### src/rtl/uart_pkg.sv
// Shared types and constants for the UART receive-FIFO read arbiter.
package uart_pkg;

  localparam int DATA_BITS_DEF = 8;
  localparam int NUM_REQ       = 2;
  localparam int POP_CNT_W     = 16;

  typedef enum logic [1:0] {
    IDLE    = 2'd0,
    POP     = 2'd1,
    SETTLE  = 2'd2,
    DELIVER = 2'd3
  } state_t;

endpackage

### src/rtl/rr_arb2.sv
// Two-way round-robin pick: a sole requester wins, a tie goes to the one not granted last.
module rr_arb2
  import uart_pkg::*;
(
  input  logic [NUM_REQ-1:0] req,
  input  logic               last_grant,
  output logic               grant,
  output logic               grant_valid
);

  always_comb begin
    grant_valid = |req;
    grant       = (&req) ? ~last_grant : req[1];
  end

endmodule

### src/rtl/rx_fifo_read_arb.sv
// Pops one character from the RX FIFO on behalf of one of two requesters and
// hands it over on that requester's rd_valid/rd_ready channel.
module rx_fifo_read_arb
  import uart_pkg::*;
#(
  parameter int DATA_BITS     = DATA_BITS_DEF,
  parameter int POP_CYCLES    = 1,
  parameter int SETTLE_CYCLES = 1
) (
  input  logic                 clk,
  input  logic                 rst,
  input  logic                 fifo_empty,
  input  logic                 fifo_overflow,
  input  logic [DATA_BITS-1:0] fifo_data,
  input  logic                 bist_mode,
  output logic                 pop_data,
  input  logic [NUM_REQ-1:0]   req,
  input  logic [NUM_REQ-1:0]   rd_ready,
  output logic [NUM_REQ-1:0]   rd_valid,
  output logic [DATA_BITS-1:0] rd_data,
  output logic                 busy,
  output logic                 ovf_sticky,
  input  logic                 clr_status,
  output logic [POP_CNT_W-1:0] pop_cnt,
  output state_t               state_dbg
);

  localparam logic [1:0] POP_LAST    = 2'(POP_CYCLES - 1);
  localparam logic [1:0] SETTLE_LAST = 2'(SETTLE_CYCLES - 1);

  state_t     state;
  logic [1:0] cnt;
  logic       grant_q;
  logic       last_grant;
  logic       arb_grant;
  logic       arb_valid;
  logic       deliver_done;

  rr_arb2 u_arb (
    .req         (req),
    .last_grant  (last_grant),
    .grant       (arb_grant),
    .grant_valid (arb_valid)
  );

  // Handshake: rd_valid[g] rises with rd_data already stable and stays up until
  // rd_ready[g] is sampled high; the transfer happens on that edge. rd_ready of
  // the other requester has no effect.
  assign deliver_done = (state == DELIVER) && rd_ready[grant_q];
  assign state_dbg    = state;

  always_ff @(posedge clk) begin
    if (rst) begin
      state      <= IDLE;
      cnt        <= '0;
      grant_q    <= 1'b0;
      last_grant <= 1'b1;
      pop_data   <= 1'b0;
      rd_valid   <= '0;
      rd_data    <= '0;
      busy       <= 1'b0;
      ovf_sticky <= 1'b0;
      pop_cnt    <= '0;
    end else begin
      ovf_sticky <= fifo_overflow | (ovf_sticky & ~clr_status);
      if (clr_status) begin
        pop_cnt <= '0;
      end else if (deliver_done) begin
        pop_cnt <= pop_cnt + 1'b1;
      end

      case (state)
        IDLE: begin
          if (!bist_mode && !fifo_empty && arb_valid) begin
            state    <= POP;
            grant_q  <= arb_grant;
            pop_data <= 1'b1;
            busy     <= 1'b1;
            cnt      <= '0;
          end
        end
        POP: begin
          if (cnt == POP_LAST) begin
            state    <= SETTLE;
            pop_data <= 1'b0;
            cnt      <= '0;
          end else begin
            cnt <= cnt + 1'b1;
          end
        end
        SETTLE: begin
          // FIFO output has settled after the pop; capture it for delivery.
          if (cnt == SETTLE_LAST) begin
            state    <= DELIVER;
            rd_data  <= fifo_data;
            rd_valid <= grant_q ? 2'b10 : 2'b01;
            cnt      <= '0;
          end else begin
            cnt <= cnt + 1'b1;
          end
        end
        DELIVER: begin
          if (deliver_done) begin
            state      <= IDLE;
            rd_valid   <= '0;
            last_grant <= grant_q;
            busy       <= 1'b0;
          end
        end
        default: state <= IDLE;
      endcase
    end
  end

endmodule

### config.mk
export PLATFORM = sky130hd
export DESIGN_NAME = rx_fifo_read_arb
export DESIGN_NICKNAME = d
export VERILOG_FILES = /design/src/rtl/uart_pkg.sv /design/src/rtl/rr_arb2.sv /design/src/rtl/rx_fifo_read_arb.sv
export SDC_FILE = /design/constraint.sdc
export NUM_CORES = 1
export LEC_CHECK = 0
export ABC_AREA = 1
export ABC_CLOCK_PERIOD_IN_PS = 1520
export CELL_PAD_IN_SITES_DETAIL_PLACEMENT = 2
export CELL_PAD_IN_SITES_GLOBAL_PLACEMENT = 2
export CORE_AREA = 5 5 87 97
export CTS_CLUSTER_DIAMETER = 30
export CTS_CLUSTER_SIZE = 12
export DETAILED_ROUTE_END_ITERATION = 12
export DIE_AREA = 0 0 92 102
export PLACE_DENSITY_LB_ADDON = 0.1
export RECOVER_POWER = 100
export SLEW_MARGIN = 15
export SYNTH_ARGS = -nofsm -noshare
export SYNTH_HDL_FRONTEND = slang
export SYNTH_HIERARCHICAL = 1
export SYNTH_SLANG_ARGS = --single-unit
export TNS_END_PERCENT = 1
### constraint.sdc
create_clock -name clk -period 1.52 [get_ports clk]
set_input_delay 0.304 -clock clk [delete_from_list [all_inputs] [get_ports clk]]
set_output_delay 0.304 -clock clk [all_outputs]
set_load 0.1 [all_outputs]
==> results.py <==
metrics = {
    "placement": {
        "io_buffers": 48,
        "place_inst": 418,
        "hpwl_um": 4940,
        "place_congestion": 0.762,
        "place_ws_ns": -0.218,
    },
    "synth": {
        "muxShareOfSynthArea": 0,
        "ys_warn_count": 6,
        "synth_area_um2": 1770,
        "synth_top_area_frac": 0.396,
        "synth_edf_count": 0,
        "synthCells": 262,
        "synth_cell_types": 22,
        "synth_xor_area_frac": 0,
        "synth-adder-area-share": 0.0495,
        "synthArstFlopShare": 0,
        "synth_compound_area_frac": 0.114,
        "synthTopCellsByCount": "nand2_1, nor2_1, inv_1, dfxtp_1, nand3_1",
        "dominantRegCellSynth": "dfxtp_1",
        "synth_top_family_by_area": "simple AND/OR/NAND/NOR gates",
        "ys_ff_latch": 35,
        "synth.area.top_cells": "dfxtp_1, nand2_1, nor2_1, inv_1, nand3_1",
        "ys_seq_area_frac": 0.396,
        "yosys.cell_count.top_type": "nand2_1",
        "synth_nets": 287,
        "synth-simple-area-share": 0.354,
        "avgSynthCellArea_um2": 6.75,
        "yosysTopAreaCell": "dfxtp_1",
    },
    "floorplanning": {
        "ioPinCount": 49,
        "die-height_um": 102,
        "start_util": 0.241,
        "die_x_um": 92,
        "coreArea_um2": 7350,
        "fp.dieArea_um2": 9380,
        "core.rowCount": 33,
    },
    "outcome": {
        "status": "finished clean",
    },
    "final_layout": {
        "drive_gt1_frac": 0.239,
        "fillers": 865,
        "antenna_cells": 0,
        "syn2layout_area_growth_pct": 50.2,
        "layoutNonFillerInstCount": 426,
        "nNetsFinal": 363,
    },
    "timing": {
        "postLayoutSetupSlackWorst_ns": 0.111,
        "fin_crit_sh": 0.927,
        "maxSlewHeadroom": 0.669,
        "max_clock_freq_mhz": 710,
        "rsz0062_at_grt": "no",
        "slew_violations": 0,
        "fin_crit_ns": 1.41,
        "skew_ns": 0.00718,
        "worst_pin_slew_ns": 0.500,
        "setup_viol": 0,
        "final_hold_viol_count": 0,
    },
    "critical_path": {
        "path_class": "flip-flop to flip-flop",
        "cp_max_fo": 5,
        "worstPathRequired_ns": 1.70,
        "cp-start-kind": "flip-flop",
        "cp-end-kind": "flip-flop",
        "cp.arrival_ns": 1.59,
        "rrSetupSlack_ns": 0.11,
    },
    "drt": {
        "initialDrtViolationCount": 21,
        "drt-total-wl_um": 5850,
        "drc_errors": 0,
        "wl_met1_um": 2400,
        "wl_per_cell_um": 13.7,
        "num_vias": 1946,
        "first_pass_iters": 3,
        "highest_layer": "met4",
        "wl_met2_um": 3180,
        "drtAntennaViolNets": 0,
        "viasPerCell": 4.57,
        "route.met3.wl_um": 203,
    },
    "global_route": {
        "grt_max_degree": 12,
        "grt.overflow.total": 0,
        "track_usage": 0.130,
        "antenna_found_initial": 0,
        "grt_pass1_wl_um": 9580,
        "grt_pass1_vias": 2021,
    },
    "clocking": {
        "htree_levels": 2,
        "clk_latency_ns": 0.29,
        "cts_made_buffers": 5,
        "cts_tree": "built",
        "cts.sinks": 35,
        "cts_buffer_depth": 2,
        "clk_pin_slew_worst_paths_ns": 0.08,
        "cts_root_buf": "clkbuf_8",
    },
    "power_and_ir_drop": {
        "ir_drop_mv": 1.12,
        "power_density_nw_per_um2": 1460,
        "power_leakage_uw": 0.00114,
    },
    "flow_run": {
        "cap_violations": 0,
    },
    "hold_path": {
        "hold_class": "flip-flop to flip-flop",
    },
}
[through the flow]
| stage | total power [µW] | hold WS, ns | instance area [µm²] | setup TNS, ns | util |
|---|---|---|---|---|---|
| 3_5_place_dp | 3430 | 0.493 | 2860 | -2.90 | 0.389 |
| 5_1_grt | 4100 | 0.482 | 2660 | 0 | 0.362 |
| 6_report | 3870 | 0.462 | 2660 | 0 | 0.362 |
| 3_3_place_gp | 3400 | 0.485 | 2860 | -2.09 | 0.389 |
| 2_1_floorplan | 2500 | 0.373 | 1800 | -0.114 | - |
| 4_1_cts | 4360 | 0.504 | 2980 | 0 | 0.405 |
[power by group]
group	switching, µW	total [µW]	internal (µW)	leakage [µW]
Sequential	80.2	1140	1060	0.000289
Combinational	1390	1840	443	0.000794
Clock	367	898	531	0.0000612
[per-layer routing]
metal  up-vias  track usage
met2        28        0.254
met3         5       0.0309
met1       928        0.139
met5         -            0
li1        985            -
met4         0       0.0377
[worst max-delay path: stages, from the launching register on]
cell and delay, ns:
dfxtp_4 0.37, inv_1 0.06, ha_1 0.21, buf_4 0.15
nand2_1 0.09, nand2_1 0.08, nor2_2 0.18, nand2_1 0.08
nand2_1 0.06, nor2_1 0.03
[area by class of cell]
cell class | instances | area [µm²] | share of cell area
Inverter | 38 | 143 | 0.0537
Clock inverter | 2 | 35.0 | 0.0132
Tap cell | 87 | 109 | 0.0410
Timing Repair Buffer | 71 | 651 | 0.245
Clock buffer | 6 | 82.6 | 0.0311
Sequential cell | 35 | 721 | 0.271
Multi-Input combinational cell | 187 | 917 | 0.345
[state kept, by name, summed over array words and instances, names as in the netlist]
register	flops
busy	1
rd_data	8
ovf_sticky	1
last_grant	1
cnt	2
rd_valid	2
pop_data	1
grant_q	1
state_dbg	2
pop_cnt	16
[cell usage in the layout, fill, tap and decap left out, drive strengths merged]
cell / n
nand2: 59
clkdlybuf4s50: 16
bufinv: 1
clkbuf: 18
a21oi: 15
nand4: 5
nor3: 2
nor2: 55
nand3: 20
dlygate4sd3: 1
ha: 7
o21ai: 19
a22o: 1
clkinv: 1
buf: 42
o211ai: 3
dfxtp: 35
or2: 1
inv: 38
[what timing repair did]
action | 4_1_cts | 5_1_grt
resized for setup | 0 | 3
setup endpoints to repair | 0 | 7
endpoints found under the hold margin | 0 | 0
hold buffers | 0 | 0
setup buffers | 0 | 0
[logic make-up after synthesis]
| family | Yosys count |
|---|---|
| buffers and inverters | 40 |
| flip-flops | 35 |
| adder cells (fa/ha/maj) | 7 |
| AO/OA/AOI/OAI | 38 |
| AND/OR/NAND/NOR | 142 |
[final timing paths]
path	end	cells after the start	startpoint
max	state_dbg[0]	9	state_dbg[0]
min	busy	2	busy
max reg2reg	state_dbg[0]	9	state_dbg[0]
min reg2reg	busy	2	busy
No activity file was read; power rests on OpenSTA's default activity.
==> edit 1: new RTL, same flow settings <==
Put one more register stage on the output `pop_cnt`, without a reset. The value now appears one clock later. The other outputs are not delayed to match.
--- a/src/rtl/rx_fifo_read_arb.sv
+++ b/src/rtl/rx_fifo_read_arb.sv
@@ -27,6 +27,8 @@
 
   localparam logic [1:0] POP_LAST    = 2'(POP_CYCLES - 1);
   localparam logic [1:0] SETTLE_LAST = 2'(SETTLE_CYCLES - 1);
+
+  logic [POP_CNT_W-1:0] pop_cnt_s0;
 
   state_t     state;
   logic [1:0] cnt;
@@ -60,13 +62,13 @@
       rd_data    <= '0;
       busy       <= 1'b0;
       ovf_sticky <= 1'b0;
-      pop_cnt    <= '0;
+      pop_cnt_s0 <= '0;
     end else begin
       ovf_sticky <= fifo_overflow | (ovf_sticky & ~clr_status);
       if (clr_status) begin
-        pop_cnt <= '0;
+        pop_cnt_s0 <= '0;
       end else if (deliver_done) begin
-        pop_cnt <= pop_cnt + 1'b1;
+        pop_cnt_s0 <= pop_cnt_s0 + 1'b1;
       end
 
       case (state)
@@ -112,5 +114,9 @@
     end
   end
 
+  always_ff @(posedge clk) begin
+    pop_cnt <= pop_cnt_s0;
+  end
+
 endmodule
 
Behaviour: not the same (a bounded check fails within 10 cycles, from zero or initial values and one cycle with rst high).
==> edit 1 against the original RTL <==
Sequential cell count grew 16. Power increased by 14%. Combinational power grew 3%. Design area grew 6.9%. Setup slack got worse by 8.3 ps. Count of clock-buffer cells in the layout increased by 1. Routed wire length grew 14%. Via count grew 4.1%. Maximum frequency decreased by 0.59%. Area after synthesis is 17% higher. Hold slack worse by 75 ps. Largest cell class is now registers.
==> edit 1: results (changes against the original RTL) <==
Parameter                              Value

Final layout
  #MultiIn Comb    186 (was 187)
  Filler cell count in the final layout    880 (was 865)
  Non-clock buffer share    18.50% (was 24.48%)
  Number of logic inverters in the finished layout    35 (was 38)
  Clock buffers    7 (was 6)
  Post-synthesis to final-layout area growth    36.99% (was 50.21%)
  Area occupied by multi-input gates    924.6 sq um (was 917.1 sq um)
  Area of all sequential standard cells    1033 sq um (was 720.7 sq um)
  Final layout net count    372 (was 363)
  Number of standard cells in the final layout excluding fillers    435 (was 426)
  Registers with the highest flip-flop counts    pop_cnt: 16 flops, pop_cnt_s0: 16 flops, rd_data: 8 flops (was pop_cnt: 16 flops, rd_data: 8 flops)

Worst hold path
  Worst Min Path Start    pop_cnt_s0[15] (was busy)
  Hold-critical path depth    0 (was 2)
  Terminating pin of the worst hold path    pop_cnt[15] (was busy)

Placed design
  Post-placement setup slack    -255.4 ps (was -218.5 ps)
  Estimated wirelength of the detail-placed design    5263 um (was 4939 um)
  Instance area at placement    3139 sq um (was 2861 sq um)
  Placer congestion estimate    0.7866 (was 0.7624)

Critical path
  Endpoint of the lowest-slack register-to-register path    cnt[0] (was state_dbg[0])
  Dominant delay contributor by cell family on the critical path    buffers and inverters (was simple AND/OR/NAND/NOR gates)
  Origin of the worst setup path    rd_ready[1] (was state_dbg[0])
  Slowest stage cell on the critical path    sky130_fd_sc_hd__clkdlybuf4s50_1 (was sky130_fd_sc_hd__dfxtp_4)
  Arrival @ worst endpoint    1670 ps (was 1590 ps)
  Number of cells on the worst reg-to-reg path    6 (was 9)
  Worst setup path end    pop_cnt_s0[6] (was state_dbg[0])

Detailed routing
  M1 WL    2689 um (was 2399 um)
  Met2 wire len    3695 um (was 3178 um)
  DR iter-0 viols    27 (was 21)
  Routed length per instance    15.37 um (was 13.73 um)

Synth
  Average cell area after synthesis    7.567 sq um (was 6.753 sq um)
  Total nets after synthesis    299 (was 287)

Clock network
  Clock insertion delay at the later pin of the skew report    310 ps (was 290 ps)
  Clk slew on worst S/H paths    100 ps (was 80 ps)

Pwr
  Peak supply drop    0.3716 mV (was 1.117 mV)

Outcome
  Run status    finished clean (unchanged)

Global route
  Global-route met1 utilization    15.15% (was 13.91%)
  Number of global-route vias before repair    2283 (was 2021)
  Pin count of the biggest net entering global routing    18 (was 12)

Timing
  Final setup skew    5.587 ps (was 7.184 ps)
  Slew at the pin closest to its max-slew limit    499.7 ps (was 500.4 ps)
## edit 1: cell types whose count changed after synthesis, moves of 3 or more
cell,before,now
sky130_fd_sc_hd__nand3_1,19,16
sky130_fd_sc_hd__inv_1,36,33
sky130_fd_sc_hd__a21oi_1,15,18
sky130_fd_sc_hd__nand4_1,5,8
sky130_fd_sc_hd__dfxtp_1,35,51
sky130_fd_sc_hd__o21ai_0,18,15
## edit 1: cell families (layout without fill, tap and decap cells)
| group | count (synthesis) | count (layout) | share of synthesized area [%] |
|---|---|---|---|
| AO/OA/AOI/OAI | 39 | 39 | 9.958 |
| adder cells (fa/ha/maj) | 7 | 7 | 4.224 |
| buffers and inverters | 37 | 111 | 6.759 |
| flip-flops | 51 | 51 | 49.25 |
| AND/OR/NAND/NOR | 140 | 140 | 29.81 |
## edit 1: report_power, final
group	total, mW	leakage [nW]	internal [mW]	switching, mW
registers	1.57	0.416	1.48	0.0886
clock network	0.964	0.0600	0.477	0.487
logic	1.90	0.764	0.480	1.42
total	4.43	1.24	2.44	2.00
==> edit 2: new RTL, config.mk and constraints unchanged <==
Made on the original files. Change the package constant `DATA_BITS_DEF` from 8 to 12.
--- a/src/rtl/uart_pkg.sv
+++ b/src/rtl/uart_pkg.sv
@@ -1,7 +1,7 @@
 // Shared types and constants for the UART receive-FIFO read arbiter.
 package uart_pkg;
 
-  localparam int DATA_BITS_DEF = 8;
+  localparam int DATA_BITS_DEF = 12;
   localparam int NUM_REQ       = 2;
   localparam int POP_CNT_W     = 16;
 
Interface: changed (resized fifo_data and rd_data); port bits go from 49 to 57. No check against the original RTL was run, so the function may have changed too.
==> edit 2 against the original RTL <==
Sequential cell count is 4 higher. Maximum frequency is 0.38% lower. Hold slack better by 9.4 ps. Routed wire length is 13% higher. Power is 29% higher. Setup slack worse by 5.3 ps. Area after synthesis is 7.2% higher. Design area is 21% higher. Critical path type unchanged.
==> edit 2: results (changes against the original RTL) <==
Parameter                              Value

Global route
  Pin count of the biggest net entering global routing    13 (was 12)
  Number of global-route vias before repair    2286 (was 2021)
  Global-route wire length before repair    10900 um (was 9577 um)

Final layout
  Registers with the highest flip-flop counts    pop_cnt: 16 flops, rd_data: 12 flops (was pop_cnt: 16 flops, rd_data: 8 flops)
  Final layout net count    386 (was 363)
  Post-route cell area    3212 sq um (was 2658 sq um)

Worst hold path
  Worst Min Path Start    rd_valid[0] (was busy)
  Terminating pin of the worst hold path    rd_valid[0] (was busy)

Synth
  XOR/XNOR share of the synthesized area    0.4617% (was 0%)
  Total nets after synthesis    305 (was 287)
  Area share of fa/ha/maj cells after synthesis    4.617% (was 4.950%)
  Number of instances in the synthesized netlist    276 (was 262)
  Distinct cell type count of the synthesized netlist    24 (was 22)
  Compound-Gate Fraction of Synth Area    11.02% (was 11.39%)

Critical path
  Dominant delay contributor by cell family on the critical path    flip-flops (was simple AND/OR/NAND/NOR gates)
  Number of cells on the worst reg-to-reg path    6 (was 9)
  Worst setup path end    rd_data[3] (was state_dbg[0])
  Endpoint of the lowest-slack register-to-register path    rd_data[3] (was state_dbg[0])

Detailed routing
  Met2 wire len    3718 um (was 3178 um)
  Via count normalized by instance count    4.694 (was 4.568)
  M1 WL    2648 um (was 2399 um)
  Length of the first detailed-routing pass in iterations    4 (was 3)
  DR iter-0 viols    60 (was 21)
  Routed met3 length    181 um (was 203 um)

Timing
  Time the final worst path needs with I/O delays and setup    1415 ps (was 1409 ps)
  Final setup skew    9.205 ps (was 7.184 ps)
  Final Hold Slack    471.3 ps (was 461.9 ps)
  Slew at the pin closest to its max-slew limit    488.3 ps (was 500.4 ps)

Pwr
  Internal Dissipation    2.676 mW (was 2.030 mW)
  Peak supply drop    1.082 mV (was 1.117 mV)
  Portion of total power attributed to the clock network    19.6% (was 23.2%)

Placed design
  Post-placement setup slack    -212.6 ps (was -218.5 ps)
  Number of port buffers    56 (was 48)

Outcome
  Run status    finished clean (unchanged)
## edit 2: cell types whose count changed in the layout (fill, tap and decap cells not counted), moves of 2 or more
| cell | delta |
|---|---|
| sky130_fd_sc_hd__nor2_2 | -2 |
| sky130_fd_sc_hd__clkbuf_4 | -10 |
| sky130_fd_sc_hd__dfxtp_1 | -5 |
| sky130_fd_sc_hd__dfxtp_2 | +9 |
| sky130_fd_sc_hd__nand2_1 | -2 |
| sky130_fd_sc_hd__clkdlybuf4s50_1 | +5 |
| sky130_fd_sc_hd__nand3_1 | -2 |
| sky130_fd_sc_hd__buf_12 | +24 |
| sky130_fd_sc_hd__nor2_1 | +8 |
| sky130_fd_sc_hd__buf_2 | -9 |
| sky130_fd_sc_hd__nand4_1 | +4 |
## edit 2: final cells by class
cell class / instances / area share, %
clock inverters: 1 / 0.9349
well taps: 87 / 3.389
repair buffers: 78 / 32.49
inverters: 38 / 4.441
flip-flops and latches: 39 / 25.28
multi-input cells: 195 / 30.42
clock buffers: 7 / 3.039
